--- src/rtl/hdb3_pkg.sv ---
// Shared types and constants for the HDB3 receive path.
// Symbol classification of the bipolar rail pair lives here so every block agrees on it.
package hdb3_pkg;

    localparam logic POL_POS = 1'b1;
    localparam logic POL_NEG = 1'b0;

    localparam int LOS_ZEROS_DEF = 15;

    typedef enum logic [1:0] {
        SYM_ZERO     = 2'd0,
        SYM_MARK_P   = 2'd1,
        SYM_MARK_N   = 2'd2,
        SYM_CODE_ERR = 2'd3
    } sym_t;

    function automatic sym_t classify(input logic p, input logic n);
        sym_t s;
        case ({p, n})
            2'b10:   s = SYM_MARK_P;
            2'b01:   s = SYM_MARK_N;
            2'b11:   s = SYM_CODE_ERR;
            default: s = SYM_ZERO;
        endcase
        return s;
    endfunction

endpackage

--- src/rtl/hdb3_err_mon.sv ---
// Line-quality monitor: saturating error-cycle counter and zero-run based loss-of-signal.
// Kept apart from the decode datapath; it only sees the registered error pulses and mark strobes.
module hdb3_err_mon
    import hdb3_pkg::*;
#(
    parameter int LOS_ZEROS = LOS_ZEROS_DEF,
    parameter int CNT_W     = 16
) (
    input  logic             clk,
    input  logic             rst,
    input  logic             clr_cnt,
    input  logic             err_code,
    input  logic             err_bpv,
    input  logic             is_mark,
    output logic [CNT_W-1:0] err_cnt,
    output logic             los
);

    localparam logic [7:0]       LOS_TH  = 8'(LOS_ZEROS);
    localparam logic [CNT_W-1:0] CNT_ONE = CNT_W'(1);
    localparam logic [CNT_W-1:0] CNT_MAX = {CNT_W{1'b1}};

    logic [7:0]       run_r;
    logic [7:0]       run_nxt_s;
    logic [CNT_W-1:0] cnt_r;
    logic             los_r;

    // Next zero-run length: marks restart the run, anything else extends it up to 255.
    always_comb begin
        run_nxt_s = run_r;
        if (is_mark) begin
            run_nxt_s = 8'd0;
        end else if (run_r != 8'hFF) begin
            run_nxt_s = run_r + 8'd1;
        end else begin
            run_nxt_s = run_r;
        end
    end

    // Counter and LOS state; LOS follows the new run length so a mark clears it on its own edge.
    always_ff @(posedge clk) begin
        if (rst) begin
            run_r <= 8'd0;
            los_r <= 1'b0;
            cnt_r <= '0;
        end else begin
            run_r <= run_nxt_s;
            los_r <= (run_nxt_s >= LOS_TH);
            if (clr_cnt) begin
                cnt_r <= '0;
            end else if ((err_code || err_bpv) && (cnt_r != CNT_MAX)) begin
                cnt_r <= cnt_r + CNT_ONE;
            end
        end
    end

    assign err_cnt = cnt_r;
    assign los     = los_r;

endmodule

--- src/rtl/hdb3_decoder.sv ---
// HDB3 receive decoder: classifies rail pairs, detects violations, strips 000V/B00V
// substitutions through a 4-deep bit pipeline and reports code and bipolar-violation errors.
module hdb3_decoder
    import hdb3_pkg::*;
#(
    parameter int LOS_ZEROS = LOS_ZEROS_DEF,
    parameter int CNT_W     = 16
) (
    input  logic             i_clk,
    input  logic             i_rst,
    input  logic             i_p,
    input  logic             i_n,
    input  logic             i_clr_cnt,
    output logic             o_data,
    output logic             o_valid,
    output logic             o_err_code,
    output logic             o_err_bpv,
    output logic [CNT_W-1:0] o_err_cnt,
    output logic             o_los
);

    sym_t       sym_s;
    logic       is_mark_s;
    logic       pol_s;
    logic       is_v_s;
    logic       bpv_s;

    logic [3:0] sr_r;
    logic       last_pol_r;
    logic       pol_ok_r;
    logic       last_v_pol_r;
    logic       v_ok_r;
    logic       err_code_r;
    logic       err_bpv_r;
    logic [1:0] fill_cnt_r;
    logic       valid_r;

    assign sym_s = classify(i_p, i_n);

    // Mark/polarity decode and violation qualification for the current symbol.
    always_comb begin
        is_mark_s = 1'b0;
        pol_s     = POL_NEG;
        case (sym_s)
            SYM_MARK_P: begin
                is_mark_s = 1'b1;
                pol_s     = POL_POS;
            end
            SYM_MARK_N: begin
                is_mark_s = 1'b1;
                pol_s     = POL_NEG;
            end
            default: begin
                is_mark_s = 1'b0;
                pol_s     = POL_NEG;
            end
        endcase
        is_v_s = is_mark_s && pol_ok_r && (pol_s == last_pol_r);
        // A legal V has two zeros ahead of it and alternates polarity with the previous V.
        bpv_s  = is_v_s && (sr_r[0] || sr_r[1] || (v_ok_r && (pol_s == last_v_pol_r)));
    end

    // Decode pipeline, polarity history, error pulses and output-valid fill tracking.
    always_ff @(posedge i_clk) begin
        if (i_rst) begin
            sr_r         <= 4'b0000;
            last_pol_r   <= POL_NEG;
            pol_ok_r     <= 1'b0;
            last_v_pol_r <= POL_NEG;
            v_ok_r       <= 1'b0;
            err_code_r   <= 1'b0;
            err_bpv_r    <= 1'b0;
            fill_cnt_r   <= 2'd0;
            valid_r      <= 1'b0;
        end else begin
            // On a V the oldest stage is zeroed, which removes the B of a B00V.
            sr_r <= {(is_v_s ? 1'b0 : sr_r[2]), sr_r[1], sr_r[0], (is_mark_s && !is_v_s)};
            if (is_mark_s) begin
                last_pol_r <= pol_s;
                pol_ok_r   <= 1'b1;
            end
            if (is_v_s) begin
                last_v_pol_r <= pol_s;
                v_ok_r       <= 1'b1;
            end
            err_code_r <= (sym_s == SYM_CODE_ERR);
            err_bpv_r  <= bpv_s;
            if (!valid_r) begin
                fill_cnt_r <= fill_cnt_r + 2'd1;
                if (fill_cnt_r == 2'd3) begin
                    valid_r <= 1'b1;
                end
            end
        end
    end

    hdb3_err_mon #(
        .LOS_ZEROS (LOS_ZEROS),
        .CNT_W     (CNT_W)
    ) u_err_mon (
        .clk      (i_clk),
        .rst      (i_rst),
        .clr_cnt  (i_clr_cnt),
        .err_code (err_code_r),
        .err_bpv  (err_bpv_r),
        .is_mark  (is_mark_s),
        .err_cnt  (o_err_cnt),
        .los      (o_los)
    );

    assign o_data     = sr_r[3];
    assign o_valid    = valid_r;
    assign o_err_code = err_code_r;
    assign o_err_bpv  = err_bpv_r;

endmodule
--- config.mk ---
export PLATFORM = sky130hd
export DESIGN_NAME = hdb3_decoder
export DESIGN_NICKNAME = d
export VERILOG_FILES = /design/src/rtl/hdb3_pkg.sv /design/src/rtl/hdb3_err_mon.sv /design/src/rtl/hdb3_decoder.sv
export SDC_FILE = /design/constraint.sdc
export NUM_CORES = 1
export LEC_CHECK = 0
export CAP_MARGIN = 20
export CORE_MARGIN = 8
export CORE_UTILIZATION = 45
export CTS_CLUSTER_SIZE = 8
export DETAILED_ROUTE_END_ITERATION = 10
export PLACE_DENSITY = 0.74
export SETUP_SLACK_MARGIN = 0.02
export SLEW_MARGIN = 20
export SYNTH_ARGS = -nofsm -noshare
export SYNTH_HDL_FRONTEND = slang
export SYNTH_SLANG_ARGS = --single-unit
--- constraint.sdc ---
create_clock -name i_clk -period 2.4 [get_ports i_clk]
set_clock_uncertainty 0.1 [all_clocks]
set_input_delay 0.24 -clock i_clk [delete_from_list [all_inputs] [get_ports i_clk]]
set_output_delay 0.24 -clock i_clk [all_outputs]
set_load 0.005 [all_outputs]
==> results of run 1 <==
[per-layer routing]
layer / GRT usage / routed length, um / share of wire / vias up
met1: 0.122 / 1540 / 0.46 / 665
met2: 0.194 / 1560 / 0.46 / 23
met3: 0.0599 / 210 / 0.062 / 7
li1: - / - / - / 765
met4: 0.0528 / 53 / 0.016 / 0
met5: 0 / 0 / 0 / -
[sequential cells by signal (all words and copies together) (netlist names)]
| signal | count |
|---|---|
| fill_cnt_r | 2 |
| u_err_mon.los | 1 |
| o_err_bpv | 1 |
| last_v_pol_r | 1 |
| o_valid | 1 |
| o_err_code | 1 |
| last_pol_r | 1 |
| u_err_mon.run_r | 8 |
| pol_ok_r | 1 |
| v_ok_r | 1 |
| u_err_mon.err_cnt | 16 |
| sr_r | 4 |
[worst min path at each step]
stage	startpoint	endpoint	slack (ns)
floorplan	i_rst	o_err_code	0.21
global placement	sr_r[0]	sr_r[1]	0.35
detailed placement	sr_r[2]	sr_r[3]	0.35
CTS	pol_ok_r	pol_ok_r	0.37
global route	sr_r[2]	sr_r[3]	0.38
finish	sr_r[2]	sr_r[3]	0.36
[power groups by stage]
stage	registers (uW)	clock network [uW]	logic [uW]
after CTS	667	548	83.0
final	667	528	81.8
after global placement	680	0	81.5
after detailed placement	681	0	82.9
after global routing	669	576	89.8
after floorplan	679	0	54.1
[Yosys cell counts (2+ instances only)]
library cell | count | area share
dfxtp_1 | 38 | 0.45
nor2_1 | 20 | 0.044
a21oi_1 | 11 | 0.032
nand2_1 | 11 | 0.024
o21ai_0 | 8 | 0.023
inv_1 | 7 | 0.015
or3_1 | 7 | 0.026
mux2i_1 | 6 | 0.035
nor3_1 | 6 | 0.018
nor4_1 | 6 | 0.022
a31oi_1 | 5 | 0.018
ha_1 | 5 | 0.037
nand3_1 | 5 | 0.015
nand4_1 | 4 | 0.015
nor2b_1 | 4 | 0.015
a211oi_1 | 3 | 0.013
clkbuf_1 | 3 | 0.0066
o211ai_1 | 3 | 0.013
o31ai_1 | 3 | 0.013
xor2_1 | 3 | 0.015
nor3b_1 | 2 | 0.0088
o21a_1 | 2 | 0.0088
o21bai_1 | 2 | 0.0088
o31a_2 | 2 | 0.012
or2_2 | 2 | 0.0073
xnor2_1 | 2 | 0.010
[worst max-delay path, stage by stage (launching register included)]
cell	delay [ns]
dfxtp_1	0.46
o2111ai_2	0.24
or3_1	0.48
o31a_2	0.36
o21a_1	0.18
[cells in the final DEF (no fill, tap or decap), drive strengths merged, types with 4 or more instances in the layout]
| cell type | instances |
|---|---|
| dfxtp | 38 |
| clkdlybuf4s50 | 25 |
| nor2 | 20 |
| a21oi | 11 |
| nand2 | 11 |
| o21ai | 8 |
| or3 | 8 |
| inv | 7 |
| nor4 | 7 |
| nor3 | 6 |
| mux2i | 6 |
| nand3 | 6 |
| a31oi | 5 |
| ha | 5 |
| clkbuf | 5 |
| nand4 | 5 |
| nor2b | 4 |
| buf | 4 |
[cell families (layout without fill, tap and decap cells)]
kind of cell / count (synthesis) / after routing
AO/OA/AOI/OAI: 45 / 45
XOR/XNOR: 5 / 5
adder cells (fa/ha/maj): 5 / 5
buffers and inverters: 11 / 44
flip-flops: 38 / 38
multiplexers: 6 / 6
AND/OR/NAND/NOR: 77 / 77
[through the flow]
step	instance area, um2	setup slack [ns]
after floorplan	1710	0.569
after global placement	2030	0.418
after detailed placement	2030	0.365
after CTS	2140	0.476
after global routing	2140	0.283
final	2140	0.487
[area by class of cell]
type                    count  area (um2)
fillers                   309        1520
multi-input cells         138         903
flip-flops and latches     38         761
repair buffers             29         280
clock buffers               5        68.8
well taps                  48        60.1
clock inverters             3        40.0
inverters                   7        26.3
==> flow_summary.toml, run 1 <==
[sta]
slew_violations = 0
hold_slack_ns = 0.361
max_freq_mhz = 523
slew_headroom = 0.599
fin_crit_ns = 1.91
fin_crit_sh = 0.797
setup_viol = 0
hold_viol = 0
rsz0062_at_grt = "false"
worst_pin_slew_ns = 0.596
tns_ns = 0

[clocking]
numCtsBuffers = 5
cts_resized = 0
ctsLongestPathBuffers = 2
cts-root-buf = "clkbuf_8"
cts_tree = "built"
path_clk_slew_ns = 0.07
cts.sinks = 38
htreeDepth = 2
hold_buffers = 0
clk_latency_ns = 0.29
post-cts-setup-buffer-count = 0

[synthesis]
async_reset_ff_frac = 0
synth.avg_cell_area_um2 = 9.13
synth_top_family_by_area = "simple AND/OR/NAND/NOR gates"
synth_area_mm2 = 0.00171
synth_warnings = 0
syn-num-nets = 197
synth_compound_area_frac = 0.180
ys_types = 43
synthAdderAreaFrac = 0.0367
synthXorXnorAreaFrac = 0.0257
ys_ff_latch = 38
ys_seq_area_frac = 0.446
netlist_instances = 187
synthSimpleGateAreaFrac = 0.252
synthFlopType = "dfxtp_1"
muxShareOfSynthArea = 0.0352
synth_edf_count = 0

[power]
finalPower_uw = 1280
p_comb_frac = 0.064
power.leakage_uw = 0.000749
swShare = 0.217
powerDensity_mw_per_mm2 = 597
clockPowerShare = 0.414
p_switching_uw = 277
ir_drop_uv = 432
intPower_uw = 999
p_seq_frac = 0.522

[placed_design]
dp.final_hpwl_um = 2490
port_buffers = 25
dp_cells = 260
place_congestion = 0.801

[detailed_routing]
drc = 0
firstDrtPassIters = 4
wl_per_cell_um = 12.6
drt_iter0_markers = 106
num_vias = 1460
routed_wirelength_um = 3360
ant_nets = 0
avgViaCountPerCell = 5.45

[finish]
drive_above_1_share = 0.105
stdcell_count = 268
area_growth_pct = 25.4
antennaDiodeCount = 0
post-route-util = 0.584
nNetsFinal = 229

[die]
die-area_mm2 = 0.00602
die_y_um = 77.6
initial_core_util = 0.466
ios = 26
fp.dieW_um = 77.6
core-area_mm2 = 0.00366
rows = 22

[setup_path]
worstPathMaxFanout = 8
crit_path_end = "u_err_mon.err_cnt[13]"
worst_r2r_endpoint = "u_err_mon.err_cnt[13]"
r2r_slack_ns = 0.49
ff2ff_path_depth = 4
worst_setup_path_end_kind = "register"
setup.worst_path.start_class = "register"
crit_start = "u_err_mon.err_cnt[2]"
worstPathRequired_ns = 2.49
timing_worst_setup_path_type = "reg -> reg"
worstPathArrival_ns = 2.00
worstReg2RegStart = "u_err_mon.err_cnt[2]"

[min_path]
hold_path_depth = 1
hold_path.class = "reg -> reg"

[global_route]
grt_max_degree = 14
track_usage = 0.118
antenna_found_initial = 0
grt_pass1_wl_um = 5910
grt-ovfl-total = 0
grt_pass1_vias = 1373

[outcome]
outcome = "finished clean"

[run]
drv_cap = 0
No activity file was read; power rests on OpenSTA's default activity.
==> run 2: changes to the inputs <==
--- a/config.mk
+++ b/config.mk
@@ -10,7 +10,7 @@
 export CORE_UTILIZATION = 45
 export CTS_CLUSTER_SIZE = 8
 export DETAILED_ROUTE_END_ITERATION = 10
-export PLACE_DENSITY = 0.74
+export PLACE_DENSITY = 0.77
 export SETUP_SLACK_MARGIN = 0.02
 export SLEW_MARGIN = 20
 export SYNTH_ARGS = -nofsm -noshare
==> constraint.sdc (replaced) <==
create_clock -name i_clk -period 1.67 [get_ports i_clk]
set_clock_uncertainty 0.1 [all_clocks]
set_input_delay 0.167 -clock i_clk [delete_from_list [all_inputs] [get_ports i_clk]]
set_output_delay 0.167 -clock i_clk [all_outputs]
set_load 0.005 [all_outputs]
==> run 2 against run 1 <==
Compared with the run above:
- the flow now finishes with violations (negative setup slack)
- clock power up 32%
- worst setup slack worse by 0.55 ns
- hold slack worse by 0.0024 ns
- power up 40%
- clock-buffer cell count up 1
- die area unchanged
- routed wire length up 17%
- largest cell class unchanged
- highest routed layer unchanged
==> flow_summary.toml, run 2 (same netlist as run 1, synthesis figures left out) <==
[sta]
setup_viol = 3
max_freq_mhz = 576
hold_slack_ns = 0.359
hold_viol = 0
worst_slack_ns = -0.0664
fin_crit_sh = 1.04
fin_crit_ns = 1.74
worst_pin_slew_ns = 0.311
slew_violations = 0
slew_headroom = 0.790
rsz0062_at_grt = "true"

[setup_path]
worst_r2r_endpoint = "u_err_mon.err_cnt[14]"
worstPathRequired_ns = 1.80
setup.worst_path.start_class = "register"
worstPathArrival_ns = 1.86
timing_worst_setup_path_type = "reg -> reg"
crit_start = "u_err_mon.err_cnt[1]"
r2r_slack_ns = -0.07
ff2ff_path_depth = 5
worstPathMaxFanout = 5
crit_path_end = "u_err_mon.err_cnt[14]"
worst_setup_path_end_kind = "register"
worstReg2RegStart = "u_err_mon.err_cnt[1]"

[clocking]
clk_latency_ns = 0.29
cts.sinks = 38
cts-root-buf = "clkbuf_8"
htreeDepth = 2
hold_buffers = 0
numCtsBuffers = 5
path_clk_slew_ns = 0.07
ctsLongestPathBuffers = 2
cts_tree = "built"

[global_route]
antenna_found_initial = 0
grt_pass1_vias = 1563
grt_max_degree = 14
grt-ovfl-total = 0
track_usage = 0.129
grt_pass1_wl_um = 6530

[detailed_routing]
num_vias = 1653
firstDrtPassIters = 4
avgViaCountPerCell = 5.38
drt_iter0_markers = 104
ant_nets = 0
drc = 0
wl_per_cell_um = 12.8
routed_wirelength_um = 3920

[placed_design]
placed_area_mm2 = 0.00235
port_buffers = 25
place_congestion = 0.892
dp.final_hpwl_um = 2880

[die]
die-area_mm2 = 0.00602
die_y_um = 77.6
initial_core_util = 0.466
core-area_mm2 = 0.00366
fp.dieW_um = 77.6
rows = 22
ios = 26

[finish]
fin_area_mm2 = 0.00252
area_growth_pct = 47.9
nNetsFinal = 268
final_cell_mix = "buf_4, dfxtp_1, clkdlybuf4s50_1"
drive_above_1_share = 0.317
antennaDiodeCount = 0
layout_commonest_cell = "buf_4"
largest_reg_flops = 16

[power]
p_switching_uw = 405
p_comb_frac = 0.080
ir_drop_uv = 553
intPower_uw = 1390
clockPowerShare = 0.390
powerDensity_mw_per_mm2 = 709
p_seq_frac = 0.529
power.leakage_uw = 0.000969
swShare = 0.226

[min_path]
hold_path.class = "reg -> reg"

[outcome]
failed_checks = "negative setup slack"
outcome = "finished, violations left"

[run]
drv_cap = 0
run 2: what timing repair did:
item | CTS | global route
endpoints found under the setup margin | 3 | 9
setup buffers | 1 | 3
resized for setup | 2 | 10
pin swaps | 0 | 3
run 2: worst max-delay path, cell delays in order, from the launching register on:
cell and delay (ns):
dfxtp_4 0.38, ha_4 0.16, o211ai_1 0.11, or4_4 0.45
or3_4 0.34, a21oi_2 0.13
run 2: worst min path at each step:
stage	from	endpoint	slack, ns	depth (start not counted)
3_3_place_gp	pol_ok_r	pol_ok_r	0.35	2
6_report	pol_ok_r	pol_ok_r	0.36	2
4_1_cts	pol_ok_r	pol_ok_r	0.36	2
2_1_floorplan	i_rst	o_err_code	0.13	1
5_1_grt	sr_r[0]	sr_r[1]	0.37	1
3_5_place_dp	sr_r[2]	sr_r[3]	0.35	1
run 2: layer usage:
metal | part of all wire | routed length (um) | global-route usage | vias to the layer above
met2 | 0.50 | 1950 | 0.223 | 34
met3 | 0.050 | 195 | 0.0518 | 9
met1 | 0.44 | 1720 | 0.135 | 775
li1 | - | - | - | 835
met5 | 0 | 0 | 0 | -
met4 | 0.015 | 59 | 0.0528 | 0
run 2: metrics by stage:
step                std cells   util  TNS, ns  setup slack (ns)  total power (uW)
floorplan                 187      -   -0.110           -0.0473              1050
global placement          297  0.641   -0.141           -0.0700              1110
detailed placement        297  0.641   -0.312           -0.0954              1110
CTS                       306  0.674  -0.0834           -0.0527              1810
global route              307  0.690   -0.310            -0.126              1880
finish                    307  0.690   -0.106           -0.0664              1790
run 2: power by group through the flow:
stage               combinational (uW)  clock, uW  sequential, uW
CTS                                145        718             947
detailed placement                 144          0             970
finish                             144        699             948
global route                       163        762             951
global placement                   141          0             968
floorplan                         77.9          0             968
run 2: area by class of cell:
type                            count  area, um2
Sequential cell                    38        788
Timing Repair Buffer               68        573
Fill cell                         295       1140
Clock buffer                        6       93.8
Multi-Input combinational cell    138        973
Clock inverter                      2       10.0
Inverter                            7       26.3
Tap cell                           48       60.1
